[src/rtl/led_scan_ctrl.sv]
// -----------------------------------------------------------------------------
// led_scan_ctrl
//
// Purpose:
//   Row-scanning controller for an 8x8 multiplexed LED matrix. Two 8x8-bit
//   frame buffers are held on chip. The front buffer is displayed one row at
//   a time while the host writes the back buffer. A swap request is held
//   pending and applied only at the end of a frame, so a half-updated image
//   is never shown. Before each row is driven there is a dead-time gap
//   during which the decoder is disabled and the columns are off. This
//   avoids ghosting while the row lines settle.
//
// Parameters:
//   DWELL_CYCLES : clocks each row is driven (1..65535)
//   BLANK_CYCLES : clocks of dead time before each row (1..255)
//
// Ports:
//   clk_i          in   1  clock, rising edge
//   rst_i          in   1  synchronous active-high reset
//   scan_en_i      in   1  level enable for scanning
//   wr_en_i        in   1  back-buffer row write strobe
//   wr_row_i       in   3  back-buffer row to write
//   wr_data_i      in   8  column pattern for the written row
//   swap_req_i     in   1  single-cycle front/back exchange request
//   row_sel_o      out  3  row index to the 3-to-8 decoder
//   decoder_en_o   out  1  decoder enable, high only while a row is driven
//   col_data_o     out  8  column drive data, active-high
//   frame_done_o   out  1  one-cycle pulse after row 7 completes
//   swap_ack_o     out  1  one-cycle pulse when a pending swap is applied
//
// All outputs come straight from registers.
// -----------------------------------------------------------------------------
module led_scan_ctrl #(
    parameter int unsigned DWELL_CYCLES = 1000,
    parameter int unsigned BLANK_CYCLES = 4
) (
    input  logic       clk_i,
    input  logic       rst_i,
    input  logic       scan_en_i,
    input  logic       wr_en_i,
    input  logic [2:0] wr_row_i,
    input  logic [7:0] wr_data_i,
    input  logic       swap_req_i,
    output logic [2:0] row_sel_o,
    output logic       decoder_en_o,
    output logic [7:0] col_data_o,
    output logic       frame_done_o,
    output logic       swap_ack_o
);

    localparam logic [15:0] DWELL_LAST = 16'(DWELL_CYCLES - 1);
    localparam logic [7:0]  BLANK_LAST = 8'(BLANK_CYCLES - 1);

    typedef enum logic [1:0] {
        S_IDLE  = 2'd0,
        S_BLANK = 2'd1,
        S_DRIVE = 2'd2
    } state_t;

    // ---------------------------------------------------------------------
    // State and datapath registers
    // ---------------------------------------------------------------------
    state_t      r_state;
    state_t      w_state_next;
    logic [2:0]  r_row;
    logic [2:0]  w_row_next;
    logic [15:0] r_dwell_cnt;
    logic [15:0] w_dwell_next;
    logic [7:0]  r_blank_cnt;
    logic [7:0]  w_blank_next;
    logic        r_front_sel;
    logic        w_front_sel_next;
    logic        r_pending;
    logic        w_pending_next;

    // Registered outputs
    logic        r_decoder_en;
    logic [7:0]  r_col_data;
    logic        r_frame_done;
    logic        r_swap_ack;

    // Control strobes for this edge
    logic        w_frame_wrap;   // leaving the last DRIVE cycle of row 7
    logic        w_swap_now;     // front-select flips on this edge

    // Both buffers share one 16-entry array. The MSB of the index selects
    // the buffer and the low three bits select the row. Entry
    // {r_front_sel, row} is the front copy, and {~r_front_sel, row} is the
    // back copy.
    logic [7:0]  r_buf [0:15];
    logic [3:0]  w_wr_addr;
    logic [3:0]  w_rd_addr;
    logic [7:0]  w_rd_data;

    // ---------------------------------------------------------------------
    // Next-state logic
    // ---------------------------------------------------------------------
    always_comb begin
        w_state_next = r_state;
        w_row_next   = r_row;
        w_dwell_next = r_dwell_cnt;
        w_blank_next = r_blank_cnt;
        w_frame_wrap = 1'b0;

        case (r_state)
            S_IDLE: begin
                w_row_next   = 3'd0;
                w_dwell_next = 16'd0;
                w_blank_next = 8'd0;
                if (scan_en_i) begin
                    w_state_next = S_BLANK;
                end
            end

            S_BLANK: begin
                if (!scan_en_i) begin
                    w_state_next = S_IDLE;
                    w_row_next   = 3'd0;
                    w_dwell_next = 16'd0;
                    w_blank_next = 8'd0;
                end else if (r_blank_cnt == BLANK_LAST) begin
                    w_state_next = S_DRIVE;
                    w_dwell_next = 16'd0;
                    w_blank_next = 8'd0;
                end else begin
                    w_blank_next = r_blank_cnt + 8'd1;
                end
            end

            S_DRIVE: begin
                if (!scan_en_i) begin
                    // An aborted frame yields no frame_done.
                    // The next enable restarts the scan from row 0.
                    w_state_next = S_IDLE;
                    w_row_next   = 3'd0;
                    w_dwell_next = 16'd0;
                    w_blank_next = 8'd0;
                end else if (r_dwell_cnt == DWELL_LAST) begin
                    w_state_next = S_BLANK;
                    // The 3-bit increment wraps from row 7 back to row 0.
                    w_row_next   = r_row + 3'd1;
                    w_dwell_next = 16'd0;
                    w_blank_next = 8'd0;
                    w_frame_wrap = (r_row == 3'd7);
                end else begin
                    w_dwell_next = r_dwell_cnt + 16'd1;
                end
            end

            default: begin
                w_state_next = S_IDLE;
                w_row_next   = 3'd0;
                w_dwell_next = 16'd0;
                w_blank_next = 8'd0;
            end
        endcase
    end

    // ---------------------------------------------------------------------
    // Swap handling
    // ---------------------------------------------------------------------
    // At a frame wrap, a request arriving on that same cycle counts as
    // already pending. While idle, nothing is on the display, so a pending
    // swap is applied at once.
    always_comb begin
        w_swap_now = 1'b0;
        if (r_state == S_IDLE) begin
            w_swap_now = r_pending;
        end else if (w_frame_wrap) begin
            w_swap_now = r_pending | swap_req_i;
        end

        w_front_sel_next = r_front_sel ^ w_swap_now;

        if (w_swap_now) begin
            w_pending_next = 1'b0;
        end else if (swap_req_i) begin
            w_pending_next = 1'b1;
        end else begin
            w_pending_next = r_pending;
        end
    end

    // Writes target the back buffer as it stands before this edge.
    // Reads use the front select and row that take effect after this edge,
    // so col_data_o always matches row_sel_o.
    assign w_wr_addr = {~r_front_sel, wr_row_i};
    assign w_rd_addr = {w_front_sel_next, w_row_next};
    assign w_rd_data = r_buf[w_rd_addr];

    // ---------------------------------------------------------------------
    // Sequential logic
    // ---------------------------------------------------------------------
    always_ff @(posedge clk_i) begin
        if (rst_i) begin
            r_state     <= S_IDLE;
            r_row       <= 3'd0;
            r_dwell_cnt <= 16'd0;
            r_blank_cnt <= 8'd0;
            r_front_sel <= 1'b0;
            r_pending   <= 1'b0;
        end else begin
            r_state     <= w_state_next;
            r_row       <= w_row_next;
            r_dwell_cnt <= w_dwell_next;
            r_blank_cnt <= w_blank_next;
            r_front_sel <= w_front_sel_next;
            r_pending   <= w_pending_next;
        end
    end

    // Buffer storage. The buffers need a full clear on reset,
    // so this array is built from flops rather than block RAM.
    always_ff @(posedge clk_i) begin
        if (rst_i) begin
            for (int i = 0; i < 16; i++) begin
                r_buf[i] <= 8'd0;
            end
        end else if (wr_en_i) begin
            r_buf[w_wr_addr] <= wr_data_i;
        end
    end

    // Output registers. They are loaded from the next-state values, so
    // each output changes on the same edge as the state it describes.
    always_ff @(posedge clk_i) begin
        if (rst_i) begin
            r_decoder_en <= 1'b0;
            r_col_data   <= 8'd0;
            r_frame_done <= 1'b0;
            r_swap_ack   <= 1'b0;
        end else begin
            r_decoder_en <= (w_state_next == S_DRIVE);
            r_col_data   <= (w_state_next == S_DRIVE) ? w_rd_data : 8'd0;
            r_frame_done <= w_frame_wrap;
            r_swap_ack   <= w_swap_now;
        end
    end

    // r_row is already 0 whenever the FSM is idle.
    assign row_sel_o    = r_row;
    assign decoder_en_o = r_decoder_en;
    assign col_data_o   = r_col_data;
    assign frame_done_o = r_frame_done;
    assign swap_ack_o   = r_swap_ack;

endmodule
[config.mk]
export PLATFORM = sky130hd
export DESIGN_NAME = led_scan_ctrl
export DESIGN_NICKNAME = d
export VERILOG_FILES = /design/src/rtl/led_scan_ctrl.sv
export SDC_FILE = /design/constraint.sdc
export NUM_CORES = 1
export LEC_CHECK = 0
export BUFFER_PORTS_ARGS = -buffer_cell sky130_fd_sc_hd__buf_2
export CAP_MARGIN = 20
export CORE_UTILIZATION = 60
export DETAILED_ROUTE_END_ITERATION = 7
export PLACE_DENSITY_LB_ADDON = 0.05
export SKIP_LAST_GASP = 1
export SLEW_MARGIN = 20
export SYNTH_ARGS = -nofsm -noshare
export SYNTH_HDL_FRONTEND = slang
export SYNTH_SLANG_ARGS = --single-unit
[constraint.sdc]
create_clock -name clk_i -period 8.2 [get_ports clk_i]
set_input_delay 1.23 -clock clk_i [delete_from_list [all_inputs] [get_ports clk_i]]
set_output_delay 1.23 -clock clk_i [all_outputs]
set_load 0.1 [all_outputs]
After elaboration in Yosys (flattened, before gate mapping)
Memories as Yosys holds them, arrays and structs flattened. A register that Yosys moved wholly into a read port is not among the register bits.
Index checks and enable logic that the tools add are counted.
{"block": "word_totals", "register_bits": 34, "mem_bits_rw": 128, "input_bits": 16, "out_inout_bits": 14, "word_cells": 62, "mem_count": 1}
{"memory": "r_buf", "words": 16, "word_bits": 8, "rd": 1, "rd_clocked_by_memory_dff": 1, "write_ports": 16, "line": "90", "text": "logic [7:0] r_buf [0:15];"}
{"block": "op_classes", "addsub": 3, "n_eq_ne": 8, "muxes": 33, "bitwise": 4, "n_reduce_logical": 4}
{"cell": "$mux W16", "count": 4}
{"cell": "$mux W8", "count": 5}
{"cell": "$pmux W16 S2", "count": 1}
{"cell": "$add A16 B1 Y16 const B", "count": 1}
{"cell": "$eq A16 B10 Y1 const B", "count": 1}
{"cell": "$pmux W8 S2", "count": 1}
{"cell": "$mux W1", "count": 11}
{"cell": "$mux W2", "count": 5}
{"cell": "$mux W3", "count": 3}
{"cell": "$add A8 B1 Y8 const B", "count": 1}
{"cell": "$eq A8 B2 Y1 const B", "count": 1}
{"cell": "$reduce_or A8 Y1", "count": 1}
{"cell": "$ne A3 B3 Y1 const B", "count": 2}
{"cell": "$pmux W2 S3", "count": 1}
{"cell": "$pmux W3 S2", "count": 1}
{"cell": "$eq A2 B2 Y1 const B", "count": 2}
{"cell": "$mux W4", "count": 1}
{"cell": "$reduce_or A2 Y1", "count": 2}
{"cell": "$add A3 B1 Y3 const B", "count": 1}
{"cell": "$eq A3 B3 Y1 const B", "count": 1}
{"cell": "$eq A2 B1 Y1 const B", "count": 1}
{"cell": "$logic_not A2 Y1", "count": 1}
{"cell": "$not A1 Y1", "count": 2}
{"cell": "$or A1 B1 Y1", "count": 1}
{"cell": "$xor A1 B1 Y1", "count": 1}

Logic depth before layout (Yosys ltp)
Gate-level depths: netlist of the first run.
{"block": "logic_depth", "depth_word": 7, "ltp_mapped": 12, "mapped_depth_nobuf": 10}

Worst setup path before layout of the first run
Ideal clock, no wire load.
{"block": "synth_timing", "kind": "input -> register", "from": "input port scan_en_i", "to": "register r_col_data[5] (netlist: col_data_o[5]), read port of r_buf", "setup_time_ps": 75, "t_arrival_ps": 2974, "required_ps": 8125, "path_slack_ps": 5151, "path_stages": 10, "n_path_buf": 3, "path_cell_list": "and2_1 > clkbuf_1 > a21oi_1 > a311oi_2 > buf_2 > buf_2 > nand2_1 > a32oi_1 > o21ai_1 > o22ai_1"}
{"block": "synth_between", "elab_chain_len": 5, "word_cells_on_any_way": 15, "classes_between": "1 x eq/ne; 11 x mux; 2 x bitwise; 1 x reduce/logical"}
{"item": "start: declaration", "line": "39", "text": "input logic scan_en_i,"}
{"item": "$mux W2, or another cell as far along", "line": "131", "text": "if (!scan_en_i) begin"}
{"item": "$pmux W2 S3 or $mux W1 (tied branches)", "line": "105", "text": "case (r_state)"}
{"item": "$eq A2 B2 Y1 or $mux W1 (tied branches)", "line": "234, 169"}
{"item": "$not A1 Y1 (no source line) or $mux W1 (tied branches)"}
{"item": "$reduce_or A2 Y1 (no source line) or $xor A1 B1 Y1 (tied branches)"}
{"item": "end: declaration", "line": "78", "text": "logic [7:0] r_col_data;"}
Several ways; a longest one is shown, not always the timed one.
A chain may end at the register's enable or synchronous reset.

Worst setup path after layout of the first run
{"block": "layout_timing", "from": "register r_dwell_cnt[0]", "to": "register r_col_data[4] (netlist: col_data_o[4]), read port of r_buf"}
{"block": "layout_between", "elab_chain_len": 7, "word_cells_on_any_way": 16, "classes_between": "2 x eq/ne; 11 x mux; 2 x bitwise; 1 x reduce/logical"}
{"item": "start: declaration", "line": "67", "text": "logic [15:0] r_dwell_cnt;"}
{"item": "start signal: assignment", "line": "205", "text": "r_dwell_cnt <= w_dwell_next;"}
{"item": "$eq A16 B10 Y1 (*)", "line": "138", "text": "end else if (r_dwell_cnt == DWELL_LAST) begin"}
{"item": "$mux W2 or $mux W1 (tied branches)", "line": "138"}
{"item": "$mux W2 or $mux W1 (tied branches)", "line": "131"}
{"item": "$pmux W2 S3 or $mux W1 (tied branches)", "line": "105"}
{"item": "$eq A2 B2 Y1 or $mux W1 (tied branches)", "line": "234, 169"}
{"item": "$not A1 Y1 (no source line) or $mux W1 (tied branches)"}
{"item": "$reduce_or A2 Y1 (no source line) or $xor A1 B1 Y1 (tied branches)"}
Every way passes the cells marked *; elsewhere a longest branch is shown, timed or not.

==> reports/metrics.yaml, run 1 <==
run_status:
  status: "finished, final reports clean"
floorplan:
  rows: 41
  die_height_um: 116
  die_width_um: 116
  ioPinCount: 30
  core-area_sq_mm: 0.0127
  die_area_sq_mm: 0.0135
  initial_core_util_pct: 61.9
global_routing:
  grt_max_degree: 54
  grt_pass1_wl_um: 28000
  antenna_found_initial: 0
  grt.overflow.total: 0
  grt_pass1_vias: 5063
  grtUsageTotal_pct: 29.1
place:
  dpl.cell_count: 858
  dp_hpwl_um: 12300
  place.gp.congestion: 0.903
  placed_area_sq_mm: 0.00804
  io_buffers: 29
critical_path:
  crit_path_start_kind: "register"
  worstSetupPathType: "register to register"
  worstPathRequired_ns: 8.49
  end_kind: "register"
  r2r_slack_ns: 4.74
  cp.arrival_ns: 3.76
  crit_fanout: 21
pwr:
  internal_power_uw: 1390
  power_density_mw_per_mm2: 206
  p_sw_uw: 388
  p_clk_share_pct: 40.8
  leakage_uw: 0.00335
  power.share.sequential_pct: 54.6
  vdd_ir_drop_max_v: 0.000166
  post-layout-total-power_uw: 1770
  combPwrFrac_pct: 4.6
  p_sw_share_pct: 21.9
yosys:
  yosysSeqAreaShare_pct: 59.7
  synthTopCellsByCount: "and2_1 (132), edfxtp_1 (128), nand2_1 (72), nor2_1 (45), a21oi_1 (43)"
  synth_top_flop_cell: "edfxtp_1"
  synth_nets: 714
  synth.distinct_cells: 49
  syn-cell-area_sq_mm: 0.00785
  yosys_warnings: 0
  async_flop_share_pct: 0
  ys_seq_elements: 170
  yosysTopAreaCell: "edfxtp_1"
  synthTopCellsByArea: "edfxtp_1 (49%), dfxtp_1 (11%), and2_1 (11%)"
  syn-mean-instance-area_sq_um: 11.4
  synth_top_area_share_pct: 49.0
  synth_edf_count: 128
  yosysMostFrequentCell: "and2_1"
  syn_inst: 690
layout:
  n_antenna_cell: 0
  fillers: 987
  stdcell_area_sq_mm: 0.00859
  final_util_pct: 67.8
  seq_area_sq_mm: 0.00468
  nets: 730
  drive_gt1_share_pct: 12.0
  syn_to_final_growth_pct: 9.47
  multi_input_area_sq_mm: 0.00296
  fin_cells: 891
detailed_routing:
  drt-met1-wl_um: 8160
  drt-pass1-iter-count: 5
  drt_first_iter_violations: 484
  ant_nets: 0
  routed_wl_um: 18300
  dr_wl_met2_um: 8430
  routed_via_density: 6.01
  top_layer: "met4"
  post-route-drc-count: 0
  wl_met3_um: 1340
  vias: 5354
  avgRoutedWirePerCell_um: 20.6
clock_network:
  htreeDepth: 4
  cts_setup_buffers: 0
  clk_latency_ns: 0.43
  cts_resized: 0
  cts_inserted_buffers: 17
  path_clk_slew_ns: 0.06
  cts_root_buf: "clkbuf_16"
  numClockSinks: 170
  cts_tree: "built"
  holdBufCountCts: 0
  clock_path_buffers: 2
sta:
  rsz0062_at_grt: "no"
  fmax_mhz: 289
  timing.setup.tns_ns: 0
  finalSetupViolCount: 0
  fin_skew_ns: 0.00865
  hold_violations: 0
  finalCriticalPeriod_ns: 3.46
  period_share_pct: 42.2
  tightest_slew_ns: 0.984
  slew_viol_final: 0
  slew_headroom_pct: 33.9
min_path:
  hold_class: "register to register"
job:
  drv_cap: 0
## worst max-delay path, cell delays in order, from the launching register on
cell and delay, ns:
dfxtp_1 0.37, ha_1 0.20, or3b_2 0.49, or4_4 0.52, mux2i_2 0.26, o21ai_1 0.08, buf_4 0.23, a21oi_1 0.72
a32oi_1 0.22, o211ai_1 0.15, o21ai_1 0.10
## logic make-up after synthesis
| group | after synthesis | synth area share, % |
|---|---|---|
| adders and majority gates | 8 | 1.28 |
| xor gates and xnor gates | 21 | 2.34 |
| DFF | 170 | 59.7 |
| and+or+nand+nor | 317 | 21.7 |
| AOI/OAI and AO/OA | 107 | 8.69 |
| buffers and inverters | 40 | 2.77 |
| muxes | 27 | 3.49 |
## final cells by class
type	count	share of cell area, %
clock buffers	25	5.65
clock inverters	7	0.524
inverters	4	0.175
multi-input cells	480	34.4
flip-flops and latches	170	54.5
well taps	172	2.51
repair buffers	33	2.18
## sequential cells by signal, indices dropped and copies added (netlist names)
name          flops
col_data_o        8
r_pending         1
r_buf           128
r_front_sel       1
row_sel_o         3
swap_ack_o        1
frame_done_o      1
r_state           2
r_dwell_cnt      16
decoder_en_o      1
r_blank_cnt       8
## final timing paths
kind,start,to,cells past startpoint
min,r_blank_cnt[1]$_SDFFE_PP0P_,r_blank_cnt[1]$_SDFFE_PP0P_,2
max reg2reg,r_dwell_cnt[0]$_SDFFE_PP0P_,col_data_o[4]$_SDFF_PP0_,10
min reg2reg,r_blank_cnt[1]$_SDFFE_PP0P_,r_blank_cnt[1]$_SDFFE_PP0P_,2
max,r_dwell_cnt[0]$_SDFFE_PP0P_,col_data_o[4]$_SDFF_PP0_,10
## power by group through the flow
| stage | Combinational [uW] | Clock [uW] | Sequential, uW |
|---|---|---|---|
| after detailed placement | 80.8 | 0 | 986 |
| after floorplan | 50.9 | 0 | 980 |
| after CTS | 81.2 | 727 | 967 |
| after global routing | 89.0 | 762 | 969 |
| after global placement | 78.4 | 0 | 985 |
| final | 81.3 | 724 | 968 |
## routing by layer
layer | GRT usage (%) | up-vias
li1 | - | 2474
met1 | 40.8 | 2635
met2 | 44.5 | 218
met3 | 6.69 | 27
met4 | 10.8 | 0
met5 | 0 | -
## cells in the final DEF, fill, tap and decap left out, drive strengths merged, types with 2 or more instances in the layout
master,instances
o21a,2
buf,33
xnor2,7
nor3,7
inv,4
nand2,74
nor2,45
nor2b,2
or3,4
a21oi,43
clkinvlp,4
mux2i,27
or2,16
edfxtp,128
o21ai,17
and2,132
a2111oi,2
a22oi,18
or4b,3
clkinv,3
clkbuf,25
and3,6
a32oi,12
o22ai,6
dfxtp,42
xor2,14
nand2b,5
nand4,4
ha,8
nand3,14
o211ai,3
## stage by stage
step	setup slack, ns	hold WS [ns]
finish	4.74	0.509
global route	4.52	0.537
CTS	4.64	0.509
detailed placement	4.45	0.498
global placement	4.55	0.484
floorplan	5.15	0.456
No activity file was read; power rests on OpenSTA's default activity.
==> inputs of run 2 (changes only) <==
Settings changed: CORE_UTILIZATION 60 to 56.
Clock period 8.2 ns to 2.95 ns, I/O delays scaled along.
==> run 2 against run 1 <==
Against the previous run:
- worst hold slack got worse by 0.12 ns
- utilization grew 0.42 points
- worst setup slack lost 4.7 ns
- non-clock buffer count increased by 38
- sequential share of layout area decreased by 3.5 points
- highest routed layer unchanged
- clock skew grew 0.0010 ns
==> reports/metrics.yaml, run 2 (same netlist as run 1, synthesis figures left out) <==
global_routing:
  antenna_found_initial: 0  # unchanged
  grt_pass1_vias: 5394  # was 5063
  grt_pass1_wl_um: 29700  # was 28000 um
  grt_max_degree: 30  # was 54
  grt.overflow.total: 0  # unchanged
  grtUsageTotal_pct: 28.1  # was 29.1%
clock_network:
  path_clk_slew_ns: 0.07  # was 0.06 ns
  holdBufCountCts: 0  # unchanged
  htreeDepth: 4  # unchanged
  clock_path_buffers: 2  # unchanged
  cts_tree: "built"  # unchanged
  numClockSinks: 170  # unchanged
  cts_inserted_buffers: 17  # unchanged
  cts_root_buf: "clkbuf_16"  # unchanged
  clk_latency_ns: 0.43  # about the same
pwr:
  post-layout-total-power_uw: 5070  # was 1770 uW
  leakage_uw: 0.00362  # was 0.00335 uW
  power_density_mw_per_mm2: 553  # was 206 mW/mm^2
  vdd_ir_drop_max_v: 0.000397  # was 0.000166 V
sta:
  hold_slack_ns: 0.393  # was 0.509 ns
  layout_setup_ws_ns: 0.0119  # was 4.74 ns
  hold_violations: 0  # unchanged
  tightest_slew_ns: 0.608  # was 0.984 ns
  fmax_mhz: 340  # was 289 MHz
  rsz0062_at_grt: "yes"  # was no
  period_share_pct: 99.6  # was 42.2%
  finalSetupViolCount: 0  # unchanged
  slew_viol_final: 0  # unchanged
  fin_skew_ns: 0.00967  # was 0.00865 ns
  slew_headroom_pct: 59.3  # was 33.9%
  finalCriticalPeriod_ns: 2.94  # was 3.46 ns
  timing.setup.tns_ns: 0  # unchanged
detailed_routing:
  drt_first_iter_violations: 696  # was 484
  avgRoutedWirePerCell_um: 20.7  # was 20.6 um
  routed_wl_um: 19300  # was 18300 um
  ant_nets: 0  # unchanged
  vias: 5492  # was 5354
  drt-pass1-iter-count: 6  # was 5
  routed_via_density: 5.89  # was 6.01
  post-route-drc-count: 0  # unchanged
layout:
  multi_input_area_sq_mm: 0.00309  # was 0.00296 sq mm
  nets: 768  # was 730
  final_cell_mix: "and2_1 (132), edfxtp_1 (128), nand2_1 (72), nor2_1 (45), a21oi_1 (41)"  # was and2_1 (132), edfxtp_1 (128), nand2_1 (72), nor2_1 (45), a21oi_1 (43)
  top_register: "r_buf"  # unchanged
  final_common_cell: "and2_1"  # unchanged
  drive_gt1_share_pct: 20.1  # was 12.0%
  syn_to_final_growth_pct: 17.0  # was 9.47%
  n_antenna_cell: 0  # unchanged
  reg.largest.list: "r_buf: 128 flops, r_dwell_cnt: 16 flops"  # unchanged
  largest_register_ffs: 128  # unchanged
  seq_area_sq_mm: 0.00469  # was 0.00468 sq mm
  fillers: 1028  # was 987
  fin_cells: 933  # was 891
critical_path:
  cp.arrival_ns: 3.25  # was 3.76 ns
  crit_fanout: 7  # was 21
  r2r_start: "r_dwell_cnt[1]$_SDFFE_PP0P_"  # was r_dwell_cnt[0]$_SDFFE_PP0P_
  r2r_slack_ns: 0.01  # was 4.74 ns
  rr_endpoint: "col_data_o[3]$_SDFF_PP0_"  # was col_data_o[4]$_SDFF_PP0_
  r2r_cells: 10  # unchanged
  worstSetupPathType: "register to register"  # unchanged
  worstPathRequired_ns: 3.26  # was 8.49 ns
  end_kind: "register"  # unchanged
  crit_path_start_kind: "register"  # unchanged
floorplan:
  ioPinCount: 30  # unchanged
  initial_core_util_pct: 58.3  # was 61.9%
  die_area_sq_mm: 0.0145  # was 0.0135 sq mm
  die_height_um: 120  # was 116 um
  core-area_sq_mm: 0.0135  # was 0.0127 sq mm
  die_width_um: 120  # was 116 um
  rows: 42  # was 41
place:
  dpl.cell_count: 890  # was 858
  dp_hpwl_um: 13000  # was 12300 um
  place.gp.congestion: 0.914  # was 0.903
  post-place-ws_ns: -0.183  # was 4.45 ns
  io_buffers: 29  # unchanged
min_path:
  hold_class: "primary input to register"  # was register to register
  hold_path_end: "r_pending$_SDFFE_PP0P_"  # was r_blank_cnt[1]$_SDFFE_PP0P_
  whs_path_depth: 5  # was 2
  min_from: "swap_req_i"  # was r_blank_cnt[1]$_SDFFE_PP0P_
job:
  drv_cap: 0  # unchanged
run_status:
  status: "finished, final reports clean"  # unchanged
run 2: cell types whose count changed in the layout (fill, tap and decap cells not counted), sizes merged:
cell      change
clkinv        +3
inv           +5
clkbuf        -6
clkinvlp      -1
bufinv        +1
buf          +36
run 2: layout make-up:
class	count	area share (%)
sequential	170	51.1
timing repair buffer	71	6.48
multi-input combinational	480	33.7
inverter	4	0.164
clock buffer	17	4.64
clock inverter	15	1.53
tap	176	2.40
run 2: power by group:
part	total, uW	internal, uW	leakage, uW	switching (uW)
clock	2140	1180	0.000269	969
combinational	242	72.7	0.00169	169
sequential	2690	2650	0.00166	40.4
total	5070	3900	0.00362	1180
run 2: routing by layer:
layer	GRT usage, %	up-vias	part of all wire, %
met1	38.2	2650	43
li1	-	2557	-
met3	8.73	42	8.9
met2	42.4	243	45
met4	10.6	0	2.7
met5	0	-	0
run 2: timing repair:
item | CTS | global route
gates cloned | 0 | 2
resized for setup | 3 | 31
setup endpoints to repair | 7 | 8
pin swaps | 1 | 15
buffers inserted | 4 | 5
run 2: worst max-delay path by stage:
| stage | slack, ns | endpoint | cells past startpoint | from |
|---|---|---|---|---|
| global placement | -0.07 | col_data_o[2]$_SDFF_PP0_ | 11 | r_dwell_cnt[15]$_SDFFE_PP0P_ |
| global route | -0.05 | col_data_o[3]$_SDFF_PP0_ | 10 | r_dwell_cnt[1]$_SDFFE_PP0P_ |
| floorplan | 0.30 | col_data_o[4]$_SDFF_PP0_ | 10 | r_dwell_cnt[3]$_SDFFE_PP0P_ |
| CTS | -0.03 | col_data_o[5]$_SDFF_PP0_ | 11 | r_dwell_cnt[15]$_SDFFE_PP0P_ |
| finish | 0.01 | col_data_o[3]$_SDFF_PP0_ | 10 | r_dwell_cnt[1]$_SDFFE_PP0P_ |
| detailed placement | -0.18 | col_data_o[2]$_SDFF_PP0_ | 12 | r_dwell_cnt[1]$_SDFFE_PP0P_ |
run 2: worst max-delay path: stages, from the launching register on:
cell	delay, ns
dfxtp_2	0.36
ha_4	0.13
or3b_4	0.38
or4_4	0.63
mux2i_4	0.23
o21a_4	0.25
buf_4	0.18
a21oi_1	0.14
a22oi_2	0.13
o21ai_1	0.25
o22ai_1	0.12
run 2: metrics by stage:
| step | util, % | instance area (sq um) |
|---|---|---|
| detailed placement | 61.7 | 8300 |
| global route | 68.2 | 9180 |
| finish | 68.2 | 9180 |
| floorplan | - | 7850 |
| global placement | 61.7 | 8300 |
| CTS | 66.5 | 8940 |
